File: config.mk
export PLATFORM = sky130hd
export DESIGN_NAME = nx_rbus_master
export DESIGN_NICKNAME = d
export VERILOG_FILES = /design/src/rtl/nx_rbus_master.sv
export SDC_FILE = /design/constraint.sdc
export NUM_CORES = 1
export LEC_CHECK = 0
export BUFFER_PORTS_ARGS = -buffer_cell sky130_fd_sc_hd__buf_2
export CAP_MARGIN = 20
export CORE_MARGIN = 5
export CORE_UTILIZATION = 40
export CTS_CLUSTER_SIZE = 25
export DETAILED_ROUTE_END_ITERATION = 7
export GPL_ROUTABILITY_DRIVEN = 0
export MAX_ROUTING_LAYER = met4
export PLACE_DENSITY = 0.76
export SYNTH_ARGS = -nofsm -noshare
export SYNTH_HDL_FRONTEND = slang
export SYNTH_SLANG_ARGS = --single-unit
File: constraint.sdc
create_clock -name clk -period 3 [get_ports clk]
set_input_delay 0.3 -clock clk [delete_from_list [all_inputs] [get_ports clk]]
set_output_delay 0.3 -clock clk [all_outputs]
set_load 0.1 [all_outputs]
File: src/rtl/nx_rbus_master.sv
// Host-side initiator for the register bus ring: one outstanding read/write, strobe out, ack/err_ack back.
// Optional response timeout is enabled by defining NX_RBUS_MASTER_TIMEOUT_EN.
module nx_rbus_master #(
    parameter int unsigned                  N_RBUS_ADDR_BITS = 16,
    parameter int unsigned                  N_RBUS_DATA_BITS = 32,
    parameter int unsigned                  TIMEOUT_CYCLES   = 1024,
    parameter logic [N_RBUS_DATA_BITS-1:0]  TIMEOUT_DATA     = N_RBUS_DATA_BITS'(32'hDEAD_C0DE)
) (
    input  logic                        clk,
    input  logic                        rst_n,
    input  logic                        host_req_i,
    input  logic                        host_wr_i,
    input  logic [N_RBUS_ADDR_BITS-1:0] host_addr_i,
    input  logic [N_RBUS_DATA_BITS-1:0] host_wr_data_i,
    output logic                        host_gnt_o,
    output logic                        host_done_o,
    output logic [N_RBUS_DATA_BITS-1:0] host_rd_data_o,
    output logic                        host_err_o,
    output logic                        host_timeout_o,
    output logic                        busy_o,
    output logic [N_RBUS_ADDR_BITS-1:0] rbus_addr_o,
    output logic                        rbus_wr_strb_o,
    output logic [N_RBUS_DATA_BITS-1:0] rbus_wr_data_o,
    output logic                        rbus_rd_strb_o,
    input  logic [N_RBUS_DATA_BITS-1:0] rbus_rd_data_i,
    input  logic                        rbus_ack_i,
    input  logic                        rbus_err_ack_i,
    output logic [7:0]                  stray_ack_cnt_o
);

    localparam logic [1:0] ST_IDLE  = 2'd0;
    localparam logic [1:0] ST_ISSUE = 2'd1;
    localparam logic [1:0] ST_WAIT  = 2'd2;
    localparam logic [1:0] ST_DONE  = 2'd3;

    logic [1:0]                  state_q;
    logic [1:0]                  state_d;
    logic                        wr_q;
    logic [N_RBUS_ADDR_BITS-1:0] addr_q;
    logic [N_RBUS_DATA_BITS-1:0] wr_data_q;
    logic [N_RBUS_DATA_BITS-1:0] rd_data_q;
    logic                        err_q;
    logic                        timeout_q;
    logic [7:0]                  stray_q;
    logic                        resp;
    logic                        expire;

    assign resp = rbus_ack_i | rbus_err_ack_i;

`ifdef NX_RBUS_MASTER_TIMEOUT_EN
    localparam int unsigned          CNT_W    = $clog2(TIMEOUT_CYCLES);
    localparam logic [CNT_W-1:0]     CNT_LAST = CNT_W'(TIMEOUT_CYCLES - 1);
    logic [CNT_W-1:0]                wait_cnt_q;

    // Counter is 0 in the first WAIT cycle, so CNT_LAST marks the TIMEOUT_CYCLES-th cycle after the strobe.
    always_ff @(posedge clk or negedge rst_n) begin
        if (!rst_n) begin
            wait_cnt_q <= '0;
        end else if (state_q == ST_ISSUE) begin
            wait_cnt_q <= '0;
        end else if (state_q == ST_WAIT) begin
            wait_cnt_q <= wait_cnt_q + CNT_W'(1);
        end
    end

    assign expire = (state_q == ST_WAIT) && (wait_cnt_q == CNT_LAST);
`else
    logic unused_cfg;
    assign unused_cfg = ^TIMEOUT_CYCLES;
    assign expire     = 1'b0;
`endif

    always_comb begin
        state_d = state_q;
        case (state_q)
            ST_IDLE:  if (host_req_i) state_d = ST_ISSUE;
            ST_ISSUE: state_d = ST_WAIT;
            ST_WAIT:  if (resp || expire) state_d = ST_DONE;
            default:  state_d = ST_IDLE;
        endcase
    end

    always_ff @(posedge clk or negedge rst_n) begin
        if (!rst_n) begin
            state_q   <= ST_IDLE;
            wr_q      <= 1'b0;
            addr_q    <= '0;
            wr_data_q <= '0;
        end else begin
            state_q <= state_d;
            if (state_q == ST_IDLE && host_req_i) begin
                wr_q      <= host_wr_i;
                addr_q    <= host_addr_i;
                wr_data_q <= host_wr_data_i;
            end
        end
    end

    // A response in the expiry cycle takes priority over the timeout.
    always_ff @(posedge clk or negedge rst_n) begin
        if (!rst_n) begin
            rd_data_q <= '0;
            err_q     <= 1'b0;
            timeout_q <= 1'b0;
        end else if (state_q == ST_WAIT) begin
            if (resp) begin
                rd_data_q <= wr_q ? '0 : rbus_rd_data_i;
                err_q     <= rbus_err_ack_i;
                timeout_q <= 1'b0;
            end else if (expire) begin
                rd_data_q <= TIMEOUT_DATA;
                err_q     <= 1'b0;
                timeout_q <= 1'b1;
            end
        end
    end

    always_ff @(posedge clk or negedge rst_n) begin
        if (!rst_n) begin
            stray_q <= '0;
        end else if (resp && state_q != ST_WAIT && stray_q != 8'hFF) begin
            stray_q <= stray_q + 8'd1;
        end
    end

    assign host_gnt_o      = (state_q == ST_ISSUE);
    assign host_done_o     = (state_q == ST_DONE);
    assign busy_o          = (state_q != ST_IDLE);
    assign rbus_wr_strb_o  = (state_q == ST_ISSUE) &&  wr_q;
    assign rbus_rd_strb_o  = (state_q == ST_ISSUE) && !wr_q;
    assign rbus_addr_o     = addr_q;
    assign rbus_wr_data_o  = wr_data_q;
    assign host_rd_data_o  = rd_data_q;
    assign host_err_o      = err_q;
    assign host_timeout_o  = timeout_q;
    assign stray_ack_cnt_o = stray_q;

endmodule

==> Word-level counts from Yosys, hierarchy flattened <==
Index checks and enable logic that the tools add are counted.
{ "classes": {"n_addsub": 1, "n_eq_ne": 7, "mux": 4, "bitwise_logic": 1, "n_reduce_logical": 10} }
{ "op_table": {"columns": ["cell", "n"], "rows": [
  ["$mux W32", 1],
  ["$add A8 B1 Y8 const B", 1],
  ["$ne A8 B8 Y1 const B", 1],
  ["$ne A2 B2 Y1 const B", 3],
  ["$pmux W2 S3", 1],
  ["$logic_and A1 B1 Y1", 5],
  ["$eq A2 B2 Y1 const B", 2],
  ["$mux W2", 2],
  ["$reduce_and A2 Y1", 2],
  ["$eq A2 B1 Y1 const B", 1],
  ["$logic_not A2 Y1", 1],
  ["$reduce_bool A2 Y1", 1],
  ["$logic_not A1 Y1", 1],
  ["$or A1 B1 Y1", 1]
]} }
{ "totals": {"regBits": 92, "output_inout_bits": 95, "elab_cells": 30} }

==> Depth between registers and ports, before layout <==
{ "depth": {"word_depth": 3, "depth_mapped": 7, "mapped_depth_nobuf": 6} }

==> Worst setup path after synthesis <==
Ideal clock, no wire load.
{ "synth_path": {"path_kind": "register to output", "start": "register state_q[1]", "end": "output rbus_rd_strb_o", "arrival_ns": 2.752, "required_time_ns": 2.700, "path_slack_ns": -0.052, "path_stages_with_launch": 4, "path_buffers": 0, "path_cell_list": "dfrtp_1 -> inv_1 -> ha_1 -> nor2b_1"} }
{ "synth_between": {"elab_chain_cells": 2} }
{ "synth_lines": {"columns": ["item", "line_no", "text"], "rows": [
  ["start, declared", "36", "logic [1:0] state_q;"],
  ["start signal, assigned", "90", "state_q <= state_d;"],
  ["$eq A2 B1 Y1", null, null],
  ["net host_gnt_o", "15", "output logic host_gnt_o,"],
  ["$logic_and A1 B1 Y1", "130", "assign rbus_rd_strb_o = (state_q == ST_ISSUE) && !wr_q;"],
  ["end, declared", "24", "output logic rbus_rd_strb_o,"]
]} }
The timed path passes the listed nets, and every way through them passes these cells.

==> Worst setup path in the final report <==
{ "layout_path": {"start": "register state_q[1]", "end": "output rbus_rd_strb_o"} }
{ "layout_between": {"elab_chain_cells": 2} }
{ "layout_lines": {"columns": ["item", "line_no"], "rows": [
  ["$eq A2 B1 Y1", "130"],
  ["$logic_and A1 B1 Y1", "130"]
]} }
Every way passes these cells.

==> impl_metrics.toml <==
[critical_path]
path_cells = "inv_1 > ha_1 > nor2b_2 > buf_2"
r2r_slack_ns = 1.15
crit_path_end_kind = "primary output"
slowest_stage = "dfrtp_1"
startpoint_type = "flip-flop"
crit_arrival_ns = 1.74
reg2regPathDepth = 5
cp_max_fo = 5
crit_family = "buffers and inverters"
path_buf_inv = 2
r2r_end = "rbus_addr_o[4]"
critPathMaxStageDelay_ns = 0.43
cp.required_ns = 2.70
critPathKind = "flip-flop to primary output"
r2r-start = "state_q[0]"

[logic_synthesis]
avgSynthCellArea_um2 = 12.47
synth-edff-count = 0
synth_top_area_frac = 0.6073
ys_seq_area_frac = 0.6073
netlist_top_cells_area = "dfrtp_1 61%, mux2_2 15%, nand2b_1 5.3%"
synthesis.nets = 397
synth_top_cell_by_area = "dfrtp_1"
ys_async_sr_fraction = 1.000
yosysWarnings = 0
synthFlopType = "dfrtp_1"
synth_seq_cells = 92
yosys.cell_types.count = 30
synth_area_mm2 = 0.003791
synth_cells = 304

[finish]
area_growth_pct = 33.66
nFillCells = 812
n_antenna_cell = 0
layout-drive-gt1-share = 0.5266
nNetsFinal = 576

[hold_path]
whs_path_depth = 2
hold_start = "host_wr_data_i[10]"
worstHoldPathType = "input port to flip-flop"
min_to = "rbus_wr_data_o[10]"

[cts]
clockBufferDepth = 2
ctsHtreeMaxLevel = 3
cts.clk_slew.worst_paths_ns = 0.09
cts.sinks = 92
cts_tree = "done"
cts_root_buf = "clkbuf_8"
insertion_delay_ns = 0.35
numCtsBuffers = 9
cts-resized-gates = 0

[route]
drt_pre_antenna_iters = 4
via_count = 2826
drtIter0Drc = 126
ant_nets = 0
viasPerCell = 4.580
wl_per_cell_um = 14.15
wirelength_mm = 8.733
drc = 0

[timing]
drv_slew = 0
relSlewSlack = 0.5984
fin_worst_skew_ns = 0.01121
hold_violations = 0
period_share = 0.6789
fin_crit_ns = 2.037
finalSetupTns_ns = 0
fmax_mhz = 491.0
setup_viol = 0
tightest_slew_ns = 0.6025
rsz0062_at_grt = "no"

[floorplanning]
die_h_um = 107.4
die_x_um = 107.4
core_area_mm2 = 0.009240
ios = 181
rows = 35
initial_core_util = 0.4103
dieArea_mm2 = 0.01153

[grt]
overflow = 0
grt_pass1_vias = 2915
grt_pass1_wl_mm = 13.94
grt_max_degree = 93
antenna_found_initial = 0
grt.total_usage = 0.1540

[flow_run]
maxCapViolations = 0

[run_status]
status = "finished clean"

[place]
hpwl_mm = 6.430
io_buffers = 179
-- per-stage QoR --
step | hold slack (ns) | cells | worst slack (ns) | util | cell area (um2)
after floorplan | 0.004409 | 304 | 0.4098 | - | 3794
after global placement | 0.4578 | 599 | 1.212 | 0.5205 | 4810
after detailed placement | 0.4647 | 599 | 1.121 | 0.5205 | 4810
after CTS | 0.1531 | 615 | 0.9395 | 0.5443 | 5030
after global routing | 0.1506 | 617 | 0.8768 | 0.5484 | 5067
final | 0.1743 | 617 | 0.9632 | 0.5484 | 5067
-- metal layers --
| metal | GRT usage | share of wire | wire (um) |
|---|---|---|---|
| met5 | - | 0 | 0 |
| met4 | 0.03517 | 0.0055 | 48 |
| met3 | 0.04499 | 0.078 | 678 |
| met2 | 0.2511 | 0.50 | 4327 |
| met1 | 0.1915 | 0.42 | 3679 |
-- cell usage after synthesis (2+ instances only) --
library cell  instances
nor2_1                5
clkbuf_1              4
nand3_1               2
mux2i_1               2
dfrtp_1              92
buf_4                 2
ha_1                  7
inv_1                 4
o21ai_0              34
nand2_1              40
buf_2                 9
nand2b_1             32
mux2_2               51
nand4_1               2
xor2_1                3
-- logic make-up (layout without fill, tap and decap cells) --
family / Yosys count / count (layout) / share of synthesized area
DFF: 92 / 92 / 0.6073
and+or+nand+nor: 86 / 86 / 0.1168
muxes: 53 / 53 / 0.1568
AOI/OAI and AO/OA: 41 / 41 / 0.06073
buffers and inverters: 20 / 204 / 0.02508
adders and majority gates: 7 / 7 / 0.02310
xor gates and xnor gates: 4 / 4 / 0.009243
other: 1 / 1 / 0.0009891
-- area by class of cell --
cell class | instances | area [um2] | area share
inverter | 4 | 15.01 | 0.002963
multi-input combinational | 192 | 1410 | 0.2783
sequential | 92 | 2302 | 0.4543
tap | 129 | 161.4 | 0.03185
clock buffer | 12 | 165.2 | 0.03259
timing repair buffer | 184 | 958.4 | 0.1891
clock inverter | 4 | 55.05 | 0.01086
-- layout by cell type (no fill, tap or decap), types with 2 or more instances in the layout --
cell      Yosys  layout
nor2_1        5       5
nand4_1       2       2
mux2i_1       2       2
nand2b_1     32      32
ha_1          7       7
nand3_1       2       2
dfrtp_1      92      92
buf_2         9     178
buf_4         2       4
xor2_1        3       3
inv_1         4       4
nand2_1      40      39
mux2_2       51      51
o21ai_0      34      33
clkbuf_8      0      12
-- registers in the layout (all words and copies together) (netlist names) --
signal,cells
host_rd_data_o,32
rbus_wr_data_o,32
rbus_addr_o,16
stray_ack_cnt_o,8
state_q,2
host_err_o,1
wr_q,1
-- how the worst max path moves through the flow --
stage,startpoint,end,slack [ns],cells after the start
4_1_cts,state_q[1],rbus_rd_strb_o,0.94,4
6_report,state_q[1],rbus_rd_strb_o,0.96,4
3_5_place_dp,state_q[0],rbus_addr_o[4],1.12,5
5_1_grt,state_q[1],rbus_rd_strb_o,0.88,4
3_3_place_gp,state_q[0],rbus_wr_data_o[13],1.21,5
2_1_floorplan,state_q[1],rbus_rd_strb_o,0.41,3
-- repair_timing --
| item | 4_1_cts | 5_1_grt |
|---|---|---|
| hold endpoints to repair | 0 | 26 |
| hold buffers | 0 | 1 |
| setup buffers | 0 | 0 |
-- worst reg2reg max path, delay by kind of cell (launching register included) --
family / cells / cell delay, ns
adder cells (fa/ha/maj): 1 / 0.25
buffers and inverters: 2 / 0.58
flip-flops: 1 / 0.40
AND/OR/NAND/NOR: 1 / 0.06
multiplexers: 1 / 0.46
Power is not shown: default switching activity piles up to over one toggle a cycle in this logic, so the estimate is an artifact.
